File: src/rtl/zrle_dec.sv
// rtl/zrle_dec.sv - zero-run-length decoder: packed MSB-first token stream to one is-one bit per beat.
// Optional sticky stream-error flag enabled by defining ZRLE_DEC_ERR_EN.
module zrle_dec #(
    parameter int DATA_W           = 8,
    parameter int LOG_MAX_ZRLE_LEN = 4,
    parameter int N_BITS_W         = 16
) (
    input  logic                clk_i,
    input  logic                rst_i,
    input  logic [DATA_W-1:0]   data_i,
    input  logic                last_i,
    input  logic                vld_i,
    output logic                rdy_o,
    input  logic [N_BITS_W-1:0] n_bits_i,
    output logic                is_one_o,
    output logic                last_o,
    output logic                vld_o,
    input  logic                rdy_i,
    output logic                idle_o,
    output logic                err_o
);

    localparam int BW = 2 * DATA_W;
    localparam int AW = $clog2(BW + 1);
    localparam int RW = LOG_MAX_ZRLE_LEN + 1;

    typedef enum logic [1:0] {IDLE, DECODE, ZERO_RUN, DRAIN} state_t;

    state_t                state_q;
    logic [BW-1:0]         buf_q;
    logic [AW-1:0]         avail_q;
    logic [N_BITS_W-1:0]   rem_q;
    logic [RW-1:0]         run_q;
    logic                  got_last_q;

    logic                  msb, one_ok, zero_ok, in_hs, out_hs, fin, early_end;
    logic [AW-1:0]         cons, avail_c, avail_nxt;
    logic [BW-1:0]         buf_nxt;
    logic [LOG_MAX_ZRLE_LEN-1:0] field;

    assign msb     = buf_q[BW-1];
    assign field   = buf_q[BW-2 -: LOG_MAX_ZRLE_LEN];
    assign one_ok  = (state_q == DECODE) && msb && (avail_q >= AW'(1));
    assign zero_ok = (state_q == DECODE) && !msb && (avail_q >= AW'(LOG_MAX_ZRLE_LEN + 1));

    assign vld_o    = one_ok || (state_q == ZERO_RUN);
    assign is_one_o = one_ok;
    assign last_o   = vld_o && (rem_q == N_BITS_W'(1));
    assign idle_o   = (state_q == IDLE);
    assign rdy_o    = (state_q == IDLE || state_q == DRAIN) ? 1'b1
                    : ((avail_q <= AW'(DATA_W)) && !got_last_q);

    assign in_hs  = vld_i && rdy_o;
    assign out_hs = vld_o && rdy_i;
    assign fin    = out_hs && (rem_q == N_BITS_W'(1));
    // No more words will arrive and the buffer cannot hold a whole token.
    assign early_end = (state_q == DECODE) && got_last_q && !one_ok && !zero_ok;

    always_comb begin
        cons = '0;
        if (one_ok && rdy_i)
            cons = AW'(1);
        else if (zero_ok)
            cons = AW'(LOG_MAX_ZRLE_LEN + 1);
        avail_c = avail_q - cons;
        // New word lands right after the bits that survive this cycle's consume.
        buf_nxt = (buf_q << cons)
                | (in_hs ? ({data_i, {DATA_W{1'b0}}} >> avail_c) : {BW{1'b0}});
        avail_nxt = avail_c + (in_hs ? AW'(DATA_W) : AW'(0));
    end

`ifdef ZRLE_DEC_ERR_EN
    logic err_q;
    logic trunc;
    assign trunc = fin && (state_q == ZERO_RUN) && (run_q != RW'(1));
    assign err_o = err_q;

    always_ff @(posedge clk_i or posedge rst_i) begin
        if (rst_i)
            err_q <= 1'b0;
        else if (trunc || early_end)
            err_q <= 1'b1;
    end
`else
    assign err_o = 1'b0;
`endif

    always_ff @(posedge clk_i or posedge rst_i) begin
        if (rst_i) begin
            state_q    <= IDLE;
            buf_q      <= '0;
            avail_q    <= '0;
            rem_q      <= '0;
            run_q      <= '0;
            got_last_q <= 1'b0;
        end else begin
            case (state_q)
                IDLE: begin
                    if (in_hs) begin
                        buf_q      <= buf_nxt;
                        avail_q    <= avail_nxt;
                        rem_q      <= n_bits_i;
                        got_last_q <= last_i;
                        state_q    <= DECODE;
                    end
                end
                DECODE, ZERO_RUN: begin
                    if (fin || early_end) begin
                        buf_q      <= '0;
                        avail_q    <= '0;
                        run_q      <= '0;
                        rem_q      <= '0;
                        got_last_q <= 1'b0;
                        state_q    <= (got_last_q || (in_hs && last_i)) ? IDLE : DRAIN;
                    end else begin
                        buf_q      <= buf_nxt;
                        avail_q    <= avail_nxt;
                        got_last_q <= got_last_q || (in_hs && last_i);
                        if (out_hs)
                            rem_q <= rem_q - N_BITS_W'(1);
                        if (zero_ok) begin
                            run_q   <= {1'b0, field} + RW'(1);
                            state_q <= ZERO_RUN;
                        end else if (state_q == ZERO_RUN && out_hs) begin
                            run_q <= run_q - RW'(1);
                            if (run_q == RW'(1))
                                state_q <= DECODE;
                        end
                    end
                end
                DRAIN: begin
                    if (in_hs && last_i)
                        state_q <= IDLE;
                end
                default: state_q <= IDLE;
            endcase
        end
    end

endmodule

File: config.mk
export PLATFORM = sky130hd
export DESIGN_NAME = zrle_dec
export DESIGN_NICKNAME = d
export VERILOG_FILES = /design/src/rtl/zrle_dec.sv
export SDC_FILE = /design/constraint.sdc
export NUM_CORES = 1
export LEC_CHECK = 0
export CAP_MARGIN = 25
export CORE_UTILIZATION = 30
export DETAILED_ROUTE_END_ITERATION = 8
export SETUP_SLACK_MARGIN = 0.05
export SLEW_MARGIN = 20
export SYNTH_ARGS = -nofsm -noshare
export SYNTH_HDL_FRONTEND = slang
export SYNTH_SLANG_ARGS = --single-unit
File: constraint.sdc
create_clock -name clk_i -period 3.2 [get_ports clk_i]
set_clock_uncertainty 0.1 [all_clocks]
set_input_delay 0.32 -clock clk_i [delete_from_list [all_inputs] [get_ports clk_i]]
set_output_delay 0.32 -clock clk_i [all_outputs]
set_load 0.005 [all_outputs]
==> summary.txt <==
Logic synthesis
  – Synth Warn #: 0
  – Post-Synthesis Net Count: 446
  – Post-synth EDFFs: 0
  – Largest family of logic cells by synthesized area: compound AO/OA/AOI/OAI gates
  – Synthesized instance count: 404
  – Post-synthesis compound-gate area fraction: 31.1%
  – XOR/XNOR share of the synthesized area: 1.97%
  – Simple-gate share of the synthesized area: 19.6%
  – Syn avg cell area: 8.80 um2
  – Cell variety after synth: between 70 and 80
  – Adder-cell area share of the yosys netlist: approximately 4.6%
  – Async SR Flop Fraction: 100%
  – Sequential share of the synthesized area: a little under a third
  – Yosys reg bits: 45
  – Mux share of post-synthesis cell area: 6.02%
  – Cell Area, Synth: between 3000 and 4000 um2
  – Ys flop type: dfrtp_1

Job
  – Maxcap violations: 0

Cells and area
  – Final std cell area, no fill: 4390 um2
  – Layout cell share with drive strength beyond 1: 16.7%
  – Commonest cells after routing, fill and taps aside: dfrtp_1, nand2_1, clkdlybuf4s50_1
  – Area growth from synthesis to layout: 23.4%
  – Ant. Diodes: 0
  – Final non-filler cell total: 597
  – Layout Nets: roughly 500
  – Most common cell after layout, fill and taps aside: dfrtp_1

Setup path
  – Reg2reg path depth: 11
  – CP endpoint kind: flip-flop
  – Critical path's largest stage delay: 0.41 ns
  – Worst Setup Path Type: reg -> reg
  – R2R setup slack: between 0.2 and 0.3 ns
  – CP max-delay cell: dfrtp_1
  – Crit path from: state_q[1]$_DFFE_PP0P_
  – Critical path required time: 3.26 ns
  – Reg2Reg Launch Point: state_q[1]$_DFFE_PP0P_
  – CP max FO: 4
  – CP startpoint kind: flip-flop
  – Cells along the critical path: inv_1 -> ha_2 -> inv_2 -> a211o_1 -> nand2_1 -> ha_1 -> mux2_2 -> mux2_2 -> mux2_2 -> a222oi_1 -> o21ai_1
  – CP arrival: about 3.0 ns
  – CP dominant cell by count: mux2_2
  – Reg2reg end: buf_q[11]$_DFFE_PP0P_
  – CP endpoint: buf_q[11]$_DFFE_PP0P_

Global routing
  – Antenna violations before repair: 0
  – Total track usage: 17.0%
  – Vias in the first global route: 3349
  – First-pass GRT wire length: 17200 um
  – Overflow after GRT: 0
  – Pin count of the biggest net entering global routing: 32

Clock tree
  – Num CTS Buffers: 5
  – TritonCTS clock tree: yes
  – Clock Latency Late Sink: 0.30 ns
  – Longest Clk Path Bufs: 2
  – H-Tree Depth: 2
  – Reg clk slew, reported paths: 0.07 ns
  – CTS Hold Buffers Added: 0
  – Clock sink count: between 40 and 50
  – Root Driver: clkbuf_16

Placed design
  – GPL Wtd Cong: just under 0.9
  – Inst Count DP: 589
  – DP HPWL: between 7000 and 8000 um
  – Cell Area, Placed: about 4200 um2
  – Port Buffers: 33

Timing
  – Actual slew at the worst max-slew pin: 0.886 ns
  – Finish-stage setup viols: 0
  – RSZ-0062 raised after global routing: no
  – Fin crit share: 92.1%
  – Final Hold Fails: 0
  – Max Clk Rate: 339 MHz
  – Relative slew slack: 40.9%
  – Fin crit period: 2.95 ns
  – Fin. max-slew vios: 0
  – Setup TNS: 0 ns

Floorplan
  – Die Width: 111 um
  – Rows: 39
  – Die area: 12300 um2
  – IO Pins: 35
  – Die Ht: 111 um
  – Core Region: about 11000 um2
  – Initial Utilization: 31.0%

Status
  – Outcome: finished clean

Routing
  – Routed wire per std cell: 17.2 um
  – Initial detailed-routing violation count: 242
  – Via count: 3439
  – Drt first pass iters: 5
  – Residual DRC: 0
  – Vias/cell: about 5.8
  – Final WL: about 10000 um
  – Antenna-violating nets left: 0

Worst hold path
  – Worst Hold Class: in -> async
[worst max-delay path, delay by kind of cell, from the launching register on]
kind,cells,cell delay (ns)
muxes,3,0.88
buffers and inverters,2,0.17
AOI/OAI and AO/OA,3,0.61
DFF,1,0.41
and+or+nand+nor,1,0.13
adders and majority gates,2,0.50
[timing repair]
action | in CTS | in global routing
buffers inserted | 0 | 0
setup endpoints to repair | 0 | 7
resized for setup | 0 | 4
[cells in the mapped netlist (3+ instances only)]
master,count,area [um2]
mux2i_1,9,90.1
o31ai_1,3,22.5
inv_2,4,15.0
a32oi_1,3,26.3
inv_1,19,71.3
xor2_1,3,26.3
a2bb2oi_1,5,43.8
nor4_1,8,50.1
dfrtp_1,45,1130
nand2_1,39,146
nor4_2,3,37.5
a21oi_1,19,95.1
o21ai_1,13,65.1
nand4_1,3,18.8
a22o_1,16,140
xnor2_1,5,43.8
o2bb2ai_1,6,52.6
or3_1,5,31.3
o21ai_0,26,130
nor2_1,23,86.3
and2_1,8,50.1
o211ai_1,4,30.0
buf_2,8,40.0
buf_4,3,22.5
o21ai_2,3,26.3
a211oi_1,3,22.5
a211o_1,3,26.3
o22ai_1,7,43.8
nor2b_1,3,18.8
ha_1,13,163
nor3_1,8,40.0
clkbuf_1,6,22.5
a22oi_1,5,37.5
nand3_1,12,60.1
a32o_1,5,50.1
mux4_2,3,67.6
a31oi_1,3,18.8
mux2_2,5,56.3
[per-layer routing]
metal  part of all wire [%]  vias to the layer above  global-route usage [%]
met4                   0.77                        0                    4.00
met3                    4.7                        9                    2.02
met2                     47                      106                    28.1
met1                     47                     1689                    23.7
li1                       -                     1635                       -
met5                      0                        -                       0
[metrics by stage]
stage	hold slack (ns)	worst slack [ns]	utilization, %
2_1_floorplan	0.350	0.0648	-
3_5_place_dp	0.379	0.0746	36.6
4_1_cts	0.226	0.164	38.1
3_3_place_gp	0.366	0.116	36.4
6_report	0.218	0.254	38.3
5_1_grt	0.244	0.0443	38.3
[sequential cells by signal, summed over array words and instances, names as in the netlist]
signal / flops
run_q: 5
rem_q: 16
state_q: 2
avail_q: 5
got_last_q: 1
buf_q: 16
[layout make-up]
type	instances	area [um2]
flip-flops and latches	45	1130
repair buffers	60	546
well taps	143	179
multi-input cells	318	2280
inverters	23	86.3
clock inverters	3	43.8
fillers	1163	7080
clock buffers	5	125
[logic make-up (layout without fill, tap and decap cells)]
kind of cell | after synthesis | in the layout
adders and majority gates | 13 | 13
xor gates and xnor gates | 8 | 8
AOI/OAI and AO/OA | 150 | 150
and+or+nand+nor | 129 | 129
DFF | 45 | 45
muxes | 17 | 17
buffers and inverters | 41 | 91
other | 1 | 1
[how the worst min path moves through the flow]
stage	startpoint	endpoint	slack, ns	cells past startpoint
2_1_floorplan	run_q[4]$_DFFE_PP0P_	run_q[4]$_DFFE_PP0P_	0.35	1
3_3_place_gp	run_q[4]$_DFFE_PP0P_	run_q[4]$_DFFE_PP0P_	0.37	1
3_5_place_dp	run_q[4]$_DFFE_PP0P_	run_q[4]$_DFFE_PP0P_	0.38	1
4_1_cts	rst_i	avail_q[4]$_DFFE_PP0P_	0.23	2
5_1_grt	rst_i	avail_q[4]$_DFFE_PP0P_	0.24	2
6_report	rst_i	avail_q[4]$_DFFE_PP0P_	0.22	2
Power is left out: the tool's default activity adds up to more than one toggle a clock period on the data nets, which glitch-free logic cannot reach.
